$ cat config.mk
export PLATFORM = sky130hd
export DESIGN_NAME = tile_mem_writer
export DESIGN_NICKNAME = d
export VERILOG_FILES = /design/src/rtl/tile_mem_writer.sv
export SDC_FILE = /design/constraint.sdc
export NUM_CORES = 1
export LEC_CHECK = 0
export BUFFER_PORTS_ARGS = -buffer_cell sky130_fd_sc_hd__buf_2
export CAP_MARGIN = 25
export CORE_MARGIN = 2
export CORE_UTILIZATION = 45
export CTS_CLUSTER_DIAMETER = 100
export DETAILED_ROUTE_END_ITERATION = 16
export GPL_TIMING_DRIVEN = 1
export MAX_ROUTING_LAYER = met4
export PLACE_DENSITY = 0.67
export RECOVER_POWER = 100
export SLEW_MARGIN = 20
export SYNTH_ARGS = -nofsm -noshare
export SYNTH_HDL_FRONTEND = slang
export SYNTH_SLANG_ARGS = --single-unit
$ cat constraint.sdc
create_clock -name clk -period 5.3 [get_ports clk]
set_input_delay 0.265 -clock clk [delete_from_list [all_inputs] [get_ports clk]]
set_output_delay 0.265 -clock clk [all_outputs]
set_load 0.05 [all_outputs]
$ cat src/rtl/tile_mem_writer.sv
// tile_mem_writer
//   Accepts a stream of 12-bit RGB pixels for one TILE_W x TILE_H tile and
//   writes them, in raster order, into a word-addressed pixel memory that
//   uses the same addressing as the display read path:
//     addr = (BASE_ADDR + x + y*TILE_W) mod 2^17
//
//   A tile starts with a beat flagged by pix_sof. After the last pixel has
//   been accepted, the block spends one cycle in DONE (pix_ready low,
//   frame_done high) and then returns to IDLE for the next tile.
//
// Optional feature (compile-time macro TILE_WR_SOF_RESYNC_EN):
//   defined   : a pix_sof beat in the middle of a tile restarts the tile at
//               (0,0) and pulses sof_err alongside that beat's write.
//   undefined : pix_sof is ignored mid-tile and sof_err is always 0.
//
// Parameters:
//   TILE_W     tile width in pixels (power of two, 1..256)
//   TILE_H     tile height in rows (1..256)
//   BASE_ADDR  17-bit word address of pixel (0,0)
//
// Ports:
//   clk         in   clock, all state on the rising edge
//   rst         in   synchronous reset, active low
//   pix_valid   in   upstream beat present
//   pix_sof     in   beat is the first pixel of a tile
//   pix_data    in   {R[3:0],G[3:0],B[3:0]}
//   pix_ready   out  beat accepted this cycle (function of FSM state only)
//   wr_en       out  one-cycle memory write strobe (registered)
//   wr_addr     out  memory write address (registered, holds when idle)
//   wr_data     out  memory write data (registered, holds when idle)
//   frame_done  out  high during the single DONE cycle after a tile
//   sof_err     out  pulse with the write of a mid-tile pix_sof beat
//
// Handshake: a beat transfers on a rising edge where pix_valid=1 and
// pix_ready=1. pix_valid may drop at any time; the block simply waits.
// Its write appears on wr_en/wr_addr/wr_data in the following cycle.
//
// The internal signal 'state' carries the FSM state for external checkers.

module tile_mem_writer #(
  parameter int          TILE_W    = 64,
  parameter int          TILE_H    = 64,
  parameter logic [16:0] BASE_ADDR = 17'd0
) (
  input  logic        clk,
  input  logic        rst,
  input  logic        pix_valid,
  input  logic        pix_sof,
  input  logic [11:0] pix_data,
  output logic        pix_ready,
  output logic        wr_en,
  output logic [16:0] wr_addr,
  output logic [11:0] wr_data,
  output logic        frame_done,
  output logic        sof_err
);

  typedef enum logic [1:0] {
    IDLE  = 2'd0,
    WRITE = 2'd1,
    DONE  = 2'd2
  } state_t;

  state_t      state;
  logic [8:0]  x;
  logic [8:0]  y;
  logic        sof_err_q;

  logic        xfer;
  logic        accept;
  logic        resync_hit;
  logic [8:0]  cur_x;
  logic [8:0]  cur_y;
  logic [8:0]  nxt_x;
  logic [8:0]  nxt_y;
  logic        last_col;
  logic        last_row;
  logic        tile_end;
  logic [16:0] lin_addr;

  assign pix_ready = (state != DONE);
  assign xfer      = pix_valid & pix_ready;

`ifdef TILE_WR_SOF_RESYNC_EN
  assign resync_hit = (state == WRITE) && pix_sof;
`else
  assign resync_hit = 1'b0;
`endif

  // In IDLE only a start-of-tile beat is written; anything else is dropped.
  assign accept = xfer && ((state == WRITE) || pix_sof);

  // Position of the beat on the input this cycle: a tile start (first beat
  // or resync) always lands at (0,0), otherwise at the running counters.
  always_comb begin
    cur_x = x;
    cur_y = y;
    if (state == IDLE || resync_hit) begin
      cur_x = 9'd0;
      cur_y = 9'd0;
    end
  end

  assign last_col = (cur_x == 9'(TILE_W - 1));
  assign last_row = (cur_y == 9'(TILE_H - 1));
  assign tile_end = last_col && last_row;

  // Raster advance; after the final pixel both counters fall back to 0.
  always_comb begin
    nxt_x = cur_x + 9'd1;
    nxt_y = cur_y;
    if (last_col) begin
      nxt_x = 9'd0;
      nxt_y = last_row ? 9'd0 : (cur_y + 9'd1);
    end
  end

  // 17-bit arithmetic throughout so the address wraps modulo 2^17.
  assign lin_addr = BASE_ADDR + 17'(cur_x) + (17'(cur_y) * 17'(TILE_W));

  always_ff @(posedge clk) begin
    if (!rst) begin
      state      <= IDLE;
      x          <= 9'd0;
      y          <= 9'd0;
      wr_en      <= 1'b0;
      wr_addr    <= BASE_ADDR;
      wr_data    <= 12'd0;
      frame_done <= 1'b0;
      sof_err_q  <= 1'b0;
    end else begin
      wr_en      <= 1'b0;
      frame_done <= 1'b0;
      sof_err_q  <= 1'b0;
      case (state)
        IDLE, WRITE: begin
          if (accept) begin
            wr_en     <= 1'b1;
            wr_addr   <= lin_addr;
            wr_data   <= pix_data;
            sof_err_q <= resync_hit;
            x         <= nxt_x;
            y         <= nxt_y;
            if (tile_end) begin
              state      <= DONE;
              frame_done <= 1'b1;
            end else begin
              state <= WRITE;
            end
          end
        end
        DONE: begin
          state <= IDLE;
        end
        default: begin
          state <= IDLE;
        end
      endcase
    end
  end

  assign sof_err = sof_err_q;

endmodule
==> results_dict.tcl, run 1 <==
set metrics [dict create \
    min_period_over_period 0.693 \
    instances_no_fill 412 \
    detailedRoute.firstIterationViolations 109 \
    outcome "complete, but fails checks" \
    achievable_freq_mhz 272 \
    finalSetupViolations 0 \
    die_h_um 77.7 \
    clock_tree_from_tritoncts "done" \
    finalHoldViolCount 0 \
    postSynthAreaPerCell_sq_um 8.06 \
    most_instantiated_library_cell_after_synthesis "sky130_fd_sc_hd__nand2_1" \
    diodes 0 \
    syn-instance-count 303 \
    worstSetupPathType "reg2reg" \
    numPlacedInstances 404 \
    cts_num_sinks 50 \
    violations "max-capacitance violations" \
    vdd.ir_drop.worst_v 0.000194 \
    required_ns 5.54 \
    die_x_um 77.7 \
    post_cts_resize_count 0 \
    place_hpwl_um 3860 \
    detail_route.wl_per_cell_um 13.9 \
    cts.repair_timing.setup_buffer_count 0 \
    synth-async-reset-ratio 0 \
    synth.area.top_cells "sky130_fd_sc_hd__dfxtp_1 (41%), sky130_fd_sc_hd__nand2_1 (8.1%), sky130_fd_sc_hd__a21oi_1 (7.2%)" \
    numPortBuffers 46 \
    cap_viol_max_count 1 \
    htree_num_levels 2 \
    synth-seq-cells 50 \
    ctsRootBufferMaster "sky130_fd_sc_hd__clkbuf_8" \
    mappedNetlistArea_sq_um 2440 \
    cts.path.max_buffers 2 \
    synthTopCellsByCount "sky130_fd_sc_hd__nand2_1 (53), sky130_fd_sc_hd__dfxtp_1 (50), sky130_fd_sc_hd__a21oi_1 (35)" \
    finClkSkew_ns 0.00629 \
    arrival_ns 3.91 \
    setup.worst_path.end_class "flop" \
    cts-buffers-inserted 5 \
    initial_core_util 0.472 \
    grt_antenna_before_repair 0 \
    insertion_delay_ns 0.30 \
    synthDominantCellAreaShare 0.410 \
    gr-total-overflow 0 \
    floorplan.io_pins 49 \
    p_per_area_nw_per_um2 271 \
    clock_transition_at_path_regs_ns 0.09 \
    drtPass1Iterations 5 \
    via_count 2233 \
    layout_min_cycle_time_ns 3.67 \
    cts_hold_bufs 0 \
    route.detailed.drc 0 \
    start_kind "flop" \
    grt_first_pass_wirelength_um 9730 \
    timing.critical_path.fanout_max 19 \
    number_of_synthesized_flops_with_an_enable_pin 0 \
    post-synth-top-area-cell "sky130_fd_sc_hd__dfxtp_1" \
    p_leak_nw 0.956 \
    die_area_sq_um 6040 \
    layout.filler_cells 546 \
    worst_pin_slew_ns 1.49 \
    detail_route.vias_per_cell 5.42 \
    synth-main-ff-cell "sky130_fd_sc_hd__dfxtp_1" \
    drive_gt1_frac 0.0819 \
    met3WireLength_um 192 \
    highest-signal-layer "met4" \
    final-max-slew-violation-count 0 \
    drtAntennaViolNets 0 \
    vias_in_the_first_global_route 2034 \
    synth.yosys.warnings 0 \
    nNetsFinal 361 \
    setup_repair_after_global_routing_missed_its_margin "false" \
    met2_length_um 2660 \
    setup-tns-final_ns 0 \
    route.layer.met1.wl_um 2840 \
    multi_input_comb_area_sq_um 1290 \
    grt_max_degree 36 \
    finalWeightedCongestion 0.852 \
    fp.coreArea_sq_um 5170 \
    hold_path.class "in2reg" \
    max_slew_margin 0.00742 \
    grt_util_all_layers 0.205 \
    layout_overhead_on_the_synthesized_area_pct 11.1 \
    yosys.cell_types.count 51 \
    register_area_sq_um 1000 \
    synth_sequential_area_ratio 0.410 \
    row_count 26 \
    wirelength_um 5720 \
]
==> report_power, final <==
| group | total, W | leakage (nW) | internal, W | switching, W |
|---|---|---|---|---|
| registers | 0.000389 | 0.405 | 0.000384 | 0.00000505 |
| logic | 0.0000790 | 0.499 | 0.0000177 | 0.0000613 |
| clock network | 0.000269 | 0.0514 | 0.000141 | 0.000128 |
==> worst paths after layout <==
path	depth (start not counted)	from	to	slack, ns
setup reg to reg	8	state[0]	y[3]	1.63
setup / recovery	8	state[0]	y[3]	1.63
hold reg to reg	2	wr_data[4]	wr_data[4]	0.46
hold / removal	3	pix_data[2]	wr_data[2]	0.19
==> registers in the layout, summed over array words and instances (netlist names) <==
register    cells
state           2
frame_done      1
x               9
wr_addr        16
y               9
wr_en           1
wr_data        12
==> cell type report <==
class,count,area share
multi-input cells,230,0.474
flip-flops and latches,50,0.369
repair buffers,50,0.0788
well taps,70,0.0323
clock buffers,6,0.0267
clock inverters,2,0.0138
inverters,4,0.00553
==> logic make-up (layout without fill, tap and decap cells) <==
family,Yosys count,in the layout,synth area share
buf+inv,24,62,0.0456
compound gates,71,71,0.169
mux,6,6,0.0251
other cells,1,2,0.00153
simple gates,138,138,0.296
flops,50,50,0.410
xor+xnor,9,9,0.0323
fa+ha+maj,4,4,0.0205
==> per-layer routing <==
layer / vias up / track usage
li1: 1136 / -
met4: 0 / 0.0536
met5: - / -
met3: 4 / 0.0488
met1: 1046 / 0.266
met2: 47 / 0.323
==> critical path: stages, from the launching register on <==
cell,delay [ns]
sky130_fd_sc_hd__dfxtp_1,0.47
sky130_fd_sc_hd__or2_0,0.77
sky130_fd_sc_hd__and2_0,0.29
sky130_fd_sc_hd__ha_1,0.21
sky130_fd_sc_hd__nand3_1,0.20
sky130_fd_sc_hd__or4_1,0.62
sky130_fd_sc_hd__nor3_1,0.73
sky130_fd_sc_hd__a21oi_1,0.15
sky130_fd_sc_hd__a21oi_1,0.16
==> layout by cell type (no fill, tap or decap), drive strengths merged, types with 5 or more instances in the layout <==
cell type  instances
mux2i              5
nand2             53
dfxtp             50
buf               17
a21oi             35
and2               7
and3               8
nor4               6
nand3             19
nor2              24
xnor2              5
o21ai             16
clkbuf            39
==> through the flow <==
stage / worst slack (ns) / cell area (sq um) / total power [W] / hold WS [ns] / utilization
after floorplan: 2.85 / 2450 / 0.000458 / 0.401 / -
after global placement: 2.52 / 2700 / 0.000479 / 0.439 / 0.522
after detailed placement: 2.42 / 2700 / 0.000480 / 0.443 / 0.522
after CTS: 2.41 / 2810 / 0.000747 / 0.180 / 0.544
after global routing: 1.32 / 2710 / 0.000768 / 0.177 / 0.525
final: 1.63 / 2710 / 0.000736 / 0.186 / 0.525
Note: power is estimated with default switching activity, not from simulation.
==> run 2: changes to the inputs <==
clock period = 3.4 ns   (was 5.3 ns; I/O delays follow)
==> run 2 against run 1 <==
The flow now finishes without violations. Hold slack got worse by 0.10 ns. Non-clock buffer count increased by 1. Global-route usage up 0.42 points. Clock-buffer cell count stayed put. Register-to-register slack got worse by 1.0 ns. Design area increased by 1.7%. Via count up 0.54%. Critical path type unchanged. Highest routed layer unchanged.
==> results_dict.tcl, run 2 (synthesized netlist as in run 1, its figures left out) <==
set metrics [dict create \
    cts_num_sinks 50 \
    finalHoldViolCount 0 \
    finalWeightedCongestion 0.828 \
    grt_util_all_layers 0.210 \
    nNetsFinal 362 \
    cell_area_after_placement_sq_um 2710 \
    cap_viol_max_count 0 \
    detail_route.vias_per_cell 5.44 \
    wirelength_um 5790 \
    timing.reg2reg.setup_slack_ns 0.60 \
    detailedRoute.firstIterationViolations 163 \
    cts-buffers-inserted 5 \
    multi_input_comb_area_sq_um 1320 \
    detail_route.wl_per_cell_um 14.0 \
    rr_endpoint "y[3]" \
    layout.filler_cells 505 \
    total_switching_power_w 0.000306 \
    layout_min_cycle_time_ns 2.80 \
    timing.critical_path.fanout_max 9 \
    hold_path.class "in2reg" \
    worstSetupPathType "reg2reg" \
    hold_slack_ns 0.0858 \
    required_ns 3.65 \
    setup.worst_path.end_class "flop" \
    grt_antenna_before_repair 0 \
    most_flop_heavy_register "wr_addr" \
    register_area_sq_um 1000 \
    ctsRootBufferMaster "sky130_fd_sc_hd__clkbuf_8" \
    die_area_sq_um 6040 \
    outcome "finished, final reports clean" \
    grt_first_pass_wirelength_um 10000 \
    cts.path.max_buffers 2 \
    numPlacedInstances 405 \
    instances_no_fill 413 \
    die_x_um 77.7 \
    grt_max_degree 35 \
    finClkSkew_ns 0.00522 \
    final_cell_area_sq_um 2760 \
    layout_overhead_on_the_synthesized_area_pct 12.9 \
    setup_repair_after_global_routing_missed_its_margin "false" \
    final-max-slew-violation-count 0 \
    cts.repair_timing.setup_buffer_count 0 \
    row_count 26 \
    reg_top3 "wr_addr x16, wr_data x12" \
    clock_tree_from_tritoncts "done" \
    max_slew_margin 0.0490 \
    cts_hold_bufs 0 \
    achievable_freq_mhz 357 \
    p_leak_nw 0.972 \
    clock_transition_at_path_regs_ns 0.09 \
    gr-total-overflow 0 \
    numPortBuffers 46 \
    floorplan.io_pins 49 \
    min_period_over_period 0.824 \
    mostFrequentLayoutCell "sky130_fd_sc_hd__nand2_1" \
    initial_core_util 0.472 \
    htree_num_levels 2 \
    drtAntennaViolNets 0 \
    swShare 0.266 \
    min_delay_path_depth 3 \
    setup-tns-final_ns 0 \
    arrival_ns 3.05 \
    worst_pin_slew_ns 1.43 \
    intPower_w 0.000847 \
    p_per_area_nw_per_um2 418 \
    finalSetupViolations 0 \
    route.detailed.drc 0 \
    via_count 2245 \
    vdd.ir_drop.worst_v 0.000253 \
    commonest_cells_after_routing_fill_and_taps_aside "sky130_fd_sc_hd__nand2_1 (53), sky130_fd_sc_hd__dfxtp_1 (50), sky130_fd_sc_hd__a21oi_1 (35)" \
    largest_register_ffs 16 \
    die_h_um 77.7 \
    post_cts_resize_count 0 \
    diodes 0 \
    pwr-share-comb 0.109 \
    clock_power_share 0.365 \
    place_hpwl_um 3890 \
    timing.hold.worst.start "pix_data[2]" \
    rr_worst_depth 8 \
    fp.coreArea_sq_um 5170 \
    start_kind "flop" \
    finalPower_w 0.00115 \
    insertion_delay_ns 0.31 \
    reg2reg_from "state[0]" \
    drive_gt1_frac 0.0991 \
    hold_endpoint "wr_data[2]" \
    drtPass1Iterations 4 \
    p_seq_frac 0.525 \
    vias_in_the_first_global_route 2138 \
]
[run 2: worst max-delay path by stage]
stage | cells past startpoint | slack [ns] | end | start
CTS | 8 | 0.84 | y[3] | state[0]
global placement | 8 | 1.0 | y[3] | state[0]
global route | 8 | 0.33 | y[3] | state[0]
finish | 8 | 0.60 | y[3] | state[0]
detailed placement | 8 | 0.88 | y[3] | state[0]
floorplan | 10 | 0.95 | y[3] | state[0]
[run 2: critical path, cell delays in order (launching register included)]
cell                      delay, ns
sky130_fd_sc_hd__dfxtp_1       0.47
sky130_fd_sc_hd__or2_0         0.25
sky130_fd_sc_hd__and2_0        0.24
sky130_fd_sc_hd__ha_1          0.23
sky130_fd_sc_hd__nand3_1       0.27
sky130_fd_sc_hd__or4_4         0.63
sky130_fd_sc_hd__nor3_4        0.36
sky130_fd_sc_hd__a21oi_1       0.13
sky130_fd_sc_hd__a21oi_1       0.16
[run 2: power by group through the flow]
| stage | Clock (W) | Sequential, W | Combinational [W] |
|---|---|---|---|
| 2_1_floorplan | 0 | 0.000653 | 0.0000612 |
| 3_5_place_dp | 0 | 0.000620 | 0.000129 |
| 4_1_cts | 0.000431 | 0.000606 | 0.000130 |
| 5_1_grt | 0.000448 | 0.000608 | 0.000138 |
| 6_report | 0.000422 | 0.000606 | 0.000126 |
| 3_3_place_gp | 0 | 0.000619 | 0.000128 |
[run 2: stage by stage]
step / setup slack (ns) / utilization
global route: 0.326 / 0.533
floorplan: 0.950 / -
detailed placement: 0.881 / 0.524
CTS: 0.835 / 0.545
finish: 0.599 / 0.533
global placement: 0.998 / 0.524
[run 2: area by class of cell]
| type | instances | share of cell area |
|---|---|---|
| clock buffer | 6 | 0.0263 |
| timing repair buffer | 51 | 0.0816 |
| multi-input combinational | 230 | 0.478 |
| sequential | 50 | 0.363 |
| tap | 70 | 0.0317 |
| clock inverter | 2 | 0.0136 |
| inverter | 4 | 0.00544 |
[run 2: layer usage]
layer  track usage  wire length, um  vias to the layer above
met5             -                0                        -
met4        0.0714               89                        0
met3        0.0337              222                       10
met2         0.349             2690                       49
met1         0.258             2780                     1054
li1              -                -                     1132
==> run 3: changes to the inputs <==
clock period = 2.8 ns   (was 3.4 ns; I/O delays follow)
==> run 3 against run 2 <==
Sequential share of layout area is 0.082 points lower. Die area stayed put. Power is 14% higher. Setup slack worse by 0.30 ns. Largest power group unchanged.
==> results_dict.tcl, run 3 (synthesized netlist as in run 1, its figures left out) <==
set metrics [dict create \
    met3WireLength_um 209 \
    final-max-slew-violation-count 0 \
    layout_min_cycle_time_ns 2.50 \
    vdd.ir_drop.worst_v 0.000376 \
    crit_path_max_incr_delay_ns 0.58 \
    instances_no_fill 414 \
    layout_overhead_on_the_synthesized_area_pct 13.2 \
    layout.filler_cells 522 \
    multi_input_comb_area_sq_um 1340 \
    required_ns 3.04 \
    worst_path_most_repeated_cell "sky130_fd_sc_hd__a21oi_1" \
    nNetsFinal 363 \
    worstPathBufferInverterCount 0 \
    htree_num_levels 2 \
    numPortBuffers 46 \
    route.detailed.drc 0 \
    numPlacedInstances 406 \
    grt_max_degree 35 \
    cts.path.max_buffers 2 \
    diodes 0 \
    finalHoldViolCount 0 \
    die_area_sq_um 6040 \
    die_h_um 77.7 \
    grt_util_all_layers 0.205 \
    fp.coreArea_sq_um 5170 \
    min_period_over_period 0.892 \
    detailedRoute.firstIterationViolations 146 \
    setup_repair_after_global_routing_missed_its_margin "false" \
    cap_viol_max_count 0 \
    register_area_sq_um 1000 \
    cpMaxStageDelayCell "sky130_fd_sc_hd__or4_4" \
    grt_first_pass_wirelength_um 9860 \
    crit_start "state[0]" \
    floorplan.io_pins 49 \
    clock_power_share 0.323 \
    drtAntennaViolNets 0 \
    max_slew_margin 0.567 \
    highest-signal-layer "met4" \
    setup-tns-final_ns 0 \
    finalWeightedCongestion 0.894 \
    gr-total-overflow 0 \
    insertion_delay_ns 0.31 \
    total_switching_power_w 0.000377 \
    cts.repair_timing.setup_buffer_count 0 \
    finClkSkew_ns 0.00765 \
    route.layer.met1.wl_um 2760 \
    p_per_area_nw_per_um2 476 \
    crit_path_cell_trace "or2_1 -> and2_1 -> ha_1 -> nand3_4 -> or4_4 -> nor3_4 -> a21oi_1 -> a21oi_1" \
    swShare 0.286 \
    worstSetupPathType "reg2reg" \
    start_kind "flop" \
    cell_family_with_the_largest_share_of_critical_path_delay "simple AND/OR/NAND/NOR gates" \
    die_x_um 77.7 \
    drtPass1Iterations 4 \
    post_cts_resize_count 0 \
    timing.hold.worst.start "pix_data[8]" \
    drive_gt1_frac 0.110 \
    place_hpwl_um 3950 \
    vias_in_the_first_global_route 2091 \
    worst_pin_slew_ns 0.643 \
    grt_antenna_before_repair 0 \
    outcome "finished, final reports clean" \
    detail_route.vias_per_cell 5.42 \
    via_count 2244 \
    p_leak_nw 0.973 \
    row_count 26 \
    achievable_freq_mhz 400 \
    reg2reg_from "state[0]" \
    commonest_cells_after_routing_fill_and_taps_aside "sky130_fd_sc_hd__nand2_1 (53), sky130_fd_sc_hd__dfxtp_1 (50), sky130_fd_sc_hd__a21oi_1 (35)" \
    largest_register_ffs 16 \
    most_flop_heavy_register "wr_addr" \
    intPower_w 0.000938 \
    detail_route.wl_per_cell_um 13.9 \
    clock_transition_at_path_regs_ns 0.10 \
    setup.worst_path.end_class "flop" \
    finalSetupViolations 0 \
    initial_core_util 0.472 \
    reg_top3 "wr_addr x16, wr_data x12" \
    cts-buffers-inserted 5 \
    pwr-share-comb 0.117 \
    mostFrequentLayoutCell "sky130_fd_sc_hd__nand2_1" \
    arrival_ns 2.74 \
    cts_hold_bufs 0 \
    met2_length_um 2730 \
    timing.critical_path.fanout_max 9 \
    p_seq_frac 0.560 \
    cts_num_sinks 50 \
    ctsRootBufferMaster "sky130_fd_sc_hd__clkbuf_8" \
    clock_tree_from_tritoncts "done" \
    hold_path.class "in2reg" \
    wirelength_um 5750 \
]
run 3: power by group through the flow:
stage                     clock network (W)  registers [W]  logic [W]
after floorplan                           0       0.000793  0.0000743
after global placement                    0       0.000752   0.000156
after detailed placement                  0       0.000753   0.000157
after CTS                          0.000438       0.000736   0.000157
after global routing               0.000463       0.000739   0.000168
final                              0.000425       0.000736   0.000154
run 3: layout make-up:
class / instances / share of cell area
clock buffer: 5 / 0.0249
tap: 70 / 0.0317
multi-input combinational: 230 / 0.484
clock inverter: 3 / 0.00769
sequential: 50 / 0.362
inverter: 4 / 0.00543
timing repair buffer: 52 / 0.0842
run 3: path summary, 6_finish.rpt:
check / end / slack (ns) / cells past startpoint
worst max-delay path: y[3] / 0.30 / 8
worst min-delay path: wr_data[8] / 0.06 / 3
worst max register to register: y[3] / 0.30 / 8
worst min register to register: wr_data[4] / 0.46 / 2
run 3: per-layer routing:
layer,vias up,track usage
li1,1144,-
met1,1047,0.265
met2,46,0.333
met3,7,0.0360
met4,0,0.0500
met5,-,-
run 3: worst register-to-register path, cell delays in order (launching register included):
cell                      delay, ns
sky130_fd_sc_hd__dfxtp_1       0.47
sky130_fd_sc_hd__or2_1         0.18
sky130_fd_sc_hd__and2_1        0.18
sky130_fd_sc_hd__ha_1          0.25
sky130_fd_sc_hd__nand3_4       0.14
sky130_fd_sc_hd__or4_4         0.58
sky130_fd_sc_hd__nor3_4        0.35
sky130_fd_sc_hd__a21oi_1       0.12
sky130_fd_sc_hd__a21oi_1       0.16
run 3: stage by stage:
step	setup WS [ns]	util	area [sq um]	hold WS, ns	total power, W
finish	0.302	0.535	2770	0.0571	0.00131
global route	0.0690	0.535	2770	0.0681	0.00137
CTS	0.293	0.543	2810	0.0527	0.00133
detailed placement	0.333	0.525	2720	0.388	0.000909
global placement	0.414	0.525	2720	0.380	0.000908
floorplan	0.350	-	2450	0.276	0.000867
